<file path="config.mk">
export PLATFORM = sky130hd
export DESIGN_NAME = fetch_unit
export DESIGN_NICKNAME = d
export VERILOG_FILES = /design/src/rtl/fetch_unit.sv
export SDC_FILE = /design/constraint.sdc
export NUM_CORES = 1
export LEC_CHECK = 0
export ABC_AREA = 0
export CAP_MARGIN = 20
export CELL_PAD_IN_SITES_DETAIL_PLACEMENT = 1
export CELL_PAD_IN_SITES_GLOBAL_PLACEMENT = 2
export CORE_UTILIZATION = 42
export DETAILED_ROUTE_END_ITERATION = 7
export PLACE_DENSITY = 0.87
export SKIP_CTS_REPAIR_TIMING = 1
export SYNTH_ARGS = -nofsm -noshare
export SYNTH_HDL_FRONTEND = slang
export SYNTH_SLANG_ARGS = --single-unit
</file>
<file path="constraint.sdc">
create_clock -name clk -period 10.7 [get_ports clk]
set_input_delay 1.07 -clock clk [delete_from_list [all_inputs] [get_ports clk]]
set_output_delay 1.07 -clock clk [all_outputs]
set_load 0.02 [all_outputs]
</file>
<file path="src/rtl/fetch_unit.sv">
// Instruction-fetch front end: owns the fetch PC, issues one word fetch at a
// time over a req/gnt/rvalid handshake, and buffers {pc, word} pairs in a
// small prefetch FIFO for decode. Redirects flush the FIFO and discard any
// response still in flight for the old path.
module fetch_unit #(
  parameter int unsigned DEPTH    = 4,
  parameter logic [31:0] RESET_PC = 32'h0000_0000
) (
  input  logic        clk,
  input  logic        reset,
  output logic        imem_req,
  output logic [31:0] imem_addr,
  input  logic        imem_gnt,
  input  logic        imem_rvalid,
  input  logic [31:0] imem_rdata,
  input  logic        redirect,
  input  logic [31:0] redirect_pc,
  output logic        instr_valid,
  input  logic        instr_ready,
  output logic [31:0] instr,
  output logic [31:0] instr_pc
);

  localparam int unsigned AW = $clog2(DEPTH);
  localparam int unsigned CW = AW + 1;

  typedef enum logic [1:0] {
    IDLE,
    WAIT,
    DROP
  } state_t;

  state_t        r_state;
  state_t        w_state_nxt;
  logic [31:0]   r_fetch_pc;
  logic [31:0]   r_req_pc;
  logic [63:0]   r_mem [DEPTH];
  logic [AW-1:0] r_rd_ptr;
  logic [AW-1:0] r_wr_ptr;
  logic [CW-1:0] r_count;

  logic          w_full;
  logic          w_valid;
  logic          w_grant;
  logic          w_push;
  logic          w_pop;
  logic [63:0]   w_head;
  logic          w_unused_bits;

  // Word alignment of the redirect target is forced, so its low bits never matter.
  assign w_unused_bits = &{1'b0, redirect_pc[1:0]};

  assign w_full    = (r_count == CW'(DEPTH));
  assign w_valid   = !reset && (r_count != '0);
  assign imem_req  = !reset && (r_state == IDLE) && !w_full && !redirect;
  assign imem_addr = reset ? RESET_PC : r_fetch_pc;
  assign w_grant   = imem_req && imem_gnt;
  // A redirect voids both the same-cycle response and the same-cycle pop.
  assign w_push    = !reset && !redirect && (r_state == WAIT) && imem_rvalid;
  assign w_pop     = w_valid && instr_ready && !redirect;

  assign w_head      = r_mem[r_rd_ptr];
  assign instr_valid = w_valid;
  assign instr       = w_valid ? w_head[31:0]  : '0;
  assign instr_pc    = w_valid ? w_head[63:32] : '0;

  // Request-tracking FSM: next state from grant, response and redirect.
  always_comb begin
    w_state_nxt = r_state;
    case (r_state)
      IDLE: if (w_grant) w_state_nxt = WAIT;
      WAIT: begin
        if (imem_rvalid)   w_state_nxt = IDLE;
        else if (redirect) w_state_nxt = DROP;
      end
      DROP: if (imem_rvalid) w_state_nxt = IDLE;
      default: w_state_nxt = IDLE;
    endcase
  end

  // FSM state register.
  always_ff @(posedge clk) begin
    if (reset) r_state <= IDLE;
    else       r_state <= w_state_nxt;
  end

  // Fetch PC, in-flight PC, FIFO pointers and occupancy.
  always_ff @(posedge clk) begin
    if (reset) begin
      r_fetch_pc <= RESET_PC;
      r_req_pc   <= '0;
      r_rd_ptr   <= '0;
      r_wr_ptr   <= '0;
      r_count    <= '0;
    end else if (redirect) begin
      r_fetch_pc <= {redirect_pc[31:2], 2'b00};
      r_rd_ptr   <= r_wr_ptr;
      r_count    <= '0;
    end else begin
      if (w_grant) begin
        r_req_pc   <= r_fetch_pc;
        r_fetch_pc <= r_fetch_pc + 32'd4;
      end
      if (w_push) r_wr_ptr <= r_wr_ptr + AW'(1);
      if (w_pop)  r_rd_ptr <= r_rd_ptr + AW'(1);
      case ({w_push, w_pop})
        2'b10:   r_count <= r_count + CW'(1);
        2'b01:   r_count <= r_count - CW'(1);
        default: r_count <= r_count;
      endcase
    end
  end

  // FIFO storage: returned word tagged with the PC it was fetched from.
  always_ff @(posedge clk) begin
    if (w_push) r_mem[r_wr_ptr] <= {r_req_pc, imem_rdata};
  end

endmodule

</file>
==> results of run 1 <==
power by group through the flow:
stage               Sequential, mW  Clock, mW  Combinational [mW]
finish                        1.36       1.16               0.127
global route                  1.36       1.22               0.137
CTS                           1.36       1.18               0.128
detailed placement            1.39          0               0.127
global placement              1.39          0               0.125
floorplan                     1.38          0              0.0759
worst reg2reg max path: cells and delay by family (launching register included):
kind / cells / cell delay [ps]
AOI/OAI and AO/OA: 1 / 140
xor gates and xnor gates: 1 / 170
adders and majority gates: 2 / 570
buffers and inverters: 2 / 550
DFF: 1 / 400
and+or+nand+nor: 5 / 840
metrics by stage:
step           worst slack (ps)  hold slack, ps  utilization, %  area [um2]  power, mW
2_1_floorplan              6552           445.1               -       12830      1.452
3_3_place_gp               6118           468.5           49.45       14770      1.511
3_5_place_dp               6046           482.4           49.45       14770      1.514
4_1_cts                    6185           496.3           53.15       15880      2.671
5_1_grt                    6057           520.9           53.20       15890      2.724
6_report                   6296           489.1           53.20       15890      2.642
flip-flops by register name (all words and copies together) (netlist names), named ones only:
register and cells:
r_mem 248, r_fetch_pc 30, r_req_pc 30, r_count 3
r_rd_ptr 2, r_state 2, r_wr_ptr 2
Yosys cell counts, drive strengths merged (6+ instances only):
cell type    n
ha           6
a21oi       41
clkbuf      40
nand3       13
and2        68
nor3        15
inv         14
a211oi      18
nor2b       24
nand4        9
xnor2       17
mux4        62
xor2        14
edfxtp     248
nand2       78
dfxtp       71
nor2        38
buf         15
cell families after synthesis:
logic type | after synthesis | synth area share [%]
compound gates | 75 | 3.591
xor+xnor | 31 | 2.117
fa+ha+maj | 7 | 0.7415
buf+inv | 69 | 2.186
flops | 319 | 69.16
mux | 64 | 11.05
other cells | 1 | 0.02924
simple gates | 270 | 11.12
routing by layer:
layer,share of wire (%),up-vias,global-route usage [%],routed length (um)
li1,-,3437,-,-
met1,47,3652,25.90,13070
met2,47,191,29.71,13270
met3,4.8,25,3.114,1345
met4,1.3,0,4.418,364
met5,0,-,0,0
layout make-up:
cell class	count	area [um2]	area share (%)
well taps	390	488.0	3.070
repair buffers	168	1667	10.49
clock inverters	15	152.6	0.9604
multi-input cells	451	3706	23.32
flip-flops and latches	319	8874	55.83
inverters	14	52.55	0.3306
clock buffers	45	954.7	6.006
worst min-delay path by stage:
stage	endpoint	slack (ps)
after floorplan	r_req_pc[21]	450
after global placement	r_req_pc[21]	470
after detailed placement	r_req_pc[29]	480
after CTS	r_req_pc[21]	500
after global routing	r_req_pc[21]	520
final	r_req_pc[21]	490
==> impl_metrics.yaml, run 1 <==
critical_path:
  crit_end: "imem_req"
  rr_startpoint: "r_count[0]"
  crit_path_start_kind: "input pin"
  crit_cells: 4
  cp.required_ps: 9630
  path_buf_inv: 2
  crit_slowest_cell: "clkdlybuf4s50_1"
  critPathMaxFanout: 19
  critPathCaptureType: "primary output"
  cp-startpoint: "redirect"
  cp_slowest_stage_delay_ps: 790
  critPathMostFrequentCell: "clkdlybuf4s50_1"
  r2r_slack_ps: 7960
  reg2reg_to: "r_count[2]"
  crit_family: "buffers and inverters"
  crit_arrival_ps: 3330
  crit_chain: "clkdlybuf4s50_1, or2_2, nor4_1, clkdlybuf4s50_1"
  worstRegToRegCells: 11
  critical_path_class: "in2out"
yosys:
  ys_types: 52
  syn_inst: 836
  synth_area_um2: 12820
  ys_ff_latch: 319
  synth_area_leaders: "edfxtp_1, dfxtp_1, mux4_2"
  async_reset_ff_share_pct: 0
  synth_area_per_cell_um2: 15.34
  synth_edf_count: 248
  yosysSeqAreaShare_pct: 69.16
  synth_area_leader_cell: "edfxtp_1"
  synth_top_area_share_pct: 58.07
  synth_warnings: 0
  synthFlopType: "edfxtp_1"
global_routing:
  grt_pass1_vias: 7738
  grt_max_degree: 86
  globalRouteOverflowTotal: 0
  grt_usage_pct: 18.37
  grt_pass1_wl_um: 43630
  antenna_found_initial: 0
cells_and_area:
  synthToLayoutAreaGrowth_pct: 23.94
  fin_cells: 1402
  final_cell_mix: "edfxtp_1, clkdlybuf4s50_1, nand2_1, dfxtp_1, and2_1"
  nets: 1065
  fillers: 2893
  drive_gt1_share_pct: 13.34
  layout_commonest_cell: "edfxtp_1"
  antenna_cells: 0
clocking:
  cts.sink_count: 319
  cts_tree: "done"
  cts_made_buffers: 34
  cts_max_level: 2
  cts_buffer_depth: 3
  root_buffer: "clkbuf_16"
  clkLatencyLatePin_ps: 500
  cts.clk_slew.worst_paths_ps: 60
power:
  pwr-share-clk_pct: 43.7
  power_frac_seq_pct: 51.5
  power.internal_mw: 2.107
  combPwrFrac_pct: 4.8
  static-leakage-power_nw: 5.054
  switching_power_mw: 0.5352
  power_switching_share_pct: 20.26
  ir_worst_vdd_mv: 0.09157
  powerDensity_nw_per_um2: 166.2
drt:
  firstDrtPassIters: 4
  first_iter_violations: 410
  detail-route-antenna-nets: 0
  via_per_inst: 5.210
  vias: 7305
  wirelength_um: 28050
  drc_errors: 0
  wl_per_cell_um: 20.01
place:
  place_hpwl_um: 16910
  dpl.cell_count: 1341
  place_congestion: 0.7643
  place.port_buffers: 161
floorplanning:
  die_w_um: 176.7
  rows: 63
  initial_utilization_pct: 42.92
  die_y_um: 176.7
  dieArea_um2: 31240
  core_um2: 29870
  ios: 168
min_path:
  min_from: "r_fetch_pc[21]"
  hold_class: "reg2reg"
  hold_depth: 2
sta:
  tightest_slew_ps: 1017
  setup_viol: 0
  min_period_ps: 4404
  slew_headroom_pct: 32.20
  slew_violations: 0
  hold_viol_final: 0
  fmax_mhz: 227.1
  clock_skew_ps: 19.34
  rsz0062_at_grt: "false"
  min_period_over_period_pct: 41.16
  fin_setup_tns_ps: 0
status:
  outcome: "finished clean"
flow_run:
  maxCapViolations: 0
No activity file was read; power rests on OpenSTA's default activity.
==> run 2, diff against run 1 <==
Settings changed: CORE_UTILIZATION 42 to 39, PLACE_DENSITY 0.87 to 0.82.
Clock period 10.7 ns to 4.15 ns, I/O delays scaled along.
==> impl_metrics.yaml, run 2 (synthesis results as in run 1) <==
clocking:
  cts.sink_count: 319
  cts_tree: "done"
  cts_max_level: 2
  cts.clk_slew.worst_paths_ps: 60
  cts_made_buffers: 35
  cts_buffer_depth: 3
  root_buffer: "clkbuf_16"
  clkLatencyLatePin_ps: 500
global_routing:
  antenna_found_initial: 0
  grt_max_degree: 63
  grt_pass1_wl_um: 43020
  grt_usage_pct: 16.81
  globalRouteOverflowTotal: 0
  grt_pass1_vias: 7531
sta:
  min_period_ps: 3321
  setup_viol: 0
  clock_skew_ps: 13.28
  min_period_over_period_pct: 80.03
  hold_viol_final: 0
  fmax_mhz: 301.1
  fin_setup_tns_ps: 0
  slew_headroom_pct: 35.75
  rsz0062_at_grt: "false"
  tightest_slew_ps: 963.7
  slew_violations: 0
critical_path:
  crit_path_start_kind: "flip-flop"
  worstRegToRegCells: 10
  crit_end: "instr[10]"
  cp_slowest_stage_delay_ps: 690
  critPathCaptureType: "primary output"
  cp.required_ps: 3730
  rr_startpoint: "r_count[0]"
  critPathMaxFanout: 38
  reg2reg_to: "r_count[2]"
  r2r_slack_ps: 1600
  crit_chain: "buf_12, mux4_2, and2_1, clkdlybuf4s50_1"
  crit_slowest_cell: "dfxtp_4"
  crit_arrival_ps: 2910
  critical_path_class: "reg2out"
cells_and_area:
  layout_commonest_cell: "edfxtp_1"
  largest_reg_flops: 248
  synthToLayoutAreaGrowth_pct: 25.97
  design_area_um2: 16150
  nets: 1075
  antenna_cells: 0
  drive_gt1_share_pct: 14.16
  top_register: "r_mem"
  top_regs: "r_mem (248), r_fetch_pc (30), r_req_pc (30)"
  final_cell_mix: "edfxtp_1, clkdlybuf4s50_1, nand2_1, dfxtp_1, and2_1"
floorplanning:
  ios: 168
  die_w_um: 183.3
  rows: 66
  initial_utilization_pct: 39.51
  die_y_um: 183.3
  core_um2: 32450
  dieArea_um2: 33610
min_path:
  hold_class: "in2reg"
drt:
  wirelength_um: 27750
  drc_errors: 0
  first_iter_violations: 444
  firstDrtPassIters: 4
  vias: 7245
  detail-route-antenna-nets: 0
  via_per_inst: 4.942
  wl_per_cell_um: 18.93
power:
  static-leakage-power_nw: 5.136
  ir_worst_vdd_mv: 0.1851
  power.total_mw: 6.974
  powerDensity_nw_per_um2: 431.7
place:
  place_area_um2: 14980
  place_congestion: 0.7738
  place_hpwl_um: 17490
  place.port_buffers: 161
status:
  outcome: "finished clean"
flow_run:
  maxCapViolations: 0
-- run 2: cell count changes in the layout (fill, tap and decap cells not counted) --
| cell | delta |
|---|---|
| clkinv_2 | -2 |
| clkinvlp_4 | +2 |
| buf_12 | +5 |
| buf_4 | +5 |
| dfxtp_4 | +1 |
| clkbuf_1 | +2 |
| dfxtp_2 | -1 |
| clkbuf_16 | +1 |
| buf_8 | -1 |
| bufinv_16 | +2 |
| clkbuf_8 | -2 |
-- run 2: through the flow --
| stage | setup WS [ps] | utilization, % | instances | hold slack [ps] |
|---|---|---|---|---|
| final | 828.8 | 49.78 | 1466 | 471.1 |
| after global routing | 611.2 | 49.78 | 1466 | 491.6 |
| after CTS | 715.1 | 49.78 | 1466 | 438.7 |
| after detailed placement | 1272 | 46.15 | 1403 | 476.4 |
| after global placement | 1279 | 46.15 | 1403 | 461.7 |
| after floorplan | 656.5 | - | 839 | 445.1 |
-- run 2: how the worst min path moves through the flow --
stage / cells past startpoint / slack, ps / from / end
detailed placement: 2 / 480 / r_fetch_pc[21] / r_req_pc[21]
CTS: 3 / 440 / redirect_pc[8] / r_fetch_pc[8]
global placement: 2 / 460 / r_fetch_pc[21] / r_req_pc[21]
finish: 3 / 470 / redirect_pc[8] / r_fetch_pc[8]
global route: 3 / 490 / redirect_pc[2] / r_fetch_pc[2]
floorplan: 2 / 450 / r_fetch_pc[21] / r_req_pc[21]
-- run 2: power breakdown --
part / total, mW / internal [mW] / switching (mW)
Clock: 3.14 / 1.94 / 1.19
Sequential: 3.52 / 3.45 / 0.0621
Combinational: 0.317 / 0.173 / 0.144
Total: 6.97 / 5.57 / 1.40
-- run 2: layout make-up --
type / count / area (um2)
fill: 3168 / 16300
sequential: 319 / 8876
multi-input combinational: 451 / 3706
timing repair buffer: 177 / 1789
clock buffer: 46 / 959.7
tap: 442 / 553.0
clock inverter: 17 / 217.7
inverter: 14 / 52.55
-- run 2: critical path: cells and delay by family, from the launching register on --
kind / cells / cell delay, ps
buffers and inverters: 2 / 890
AND/OR/NAND/NOR: 1 / 190
flip-flops: 1 / 690
multiplexers: 1 / 580
-- run 2: per-layer routing --
layer | GRT usage (%) | part of all wire [%] | vias up
met4 | 3.967 | 1.5 | 0
met1 | 22.60 | 46 | 3574
li1 | - | - | 3448
met5 | 0 | 0 | -
met3 | 3.415 | 5.1 | 37
met2 | 28.06 | 48 | 186
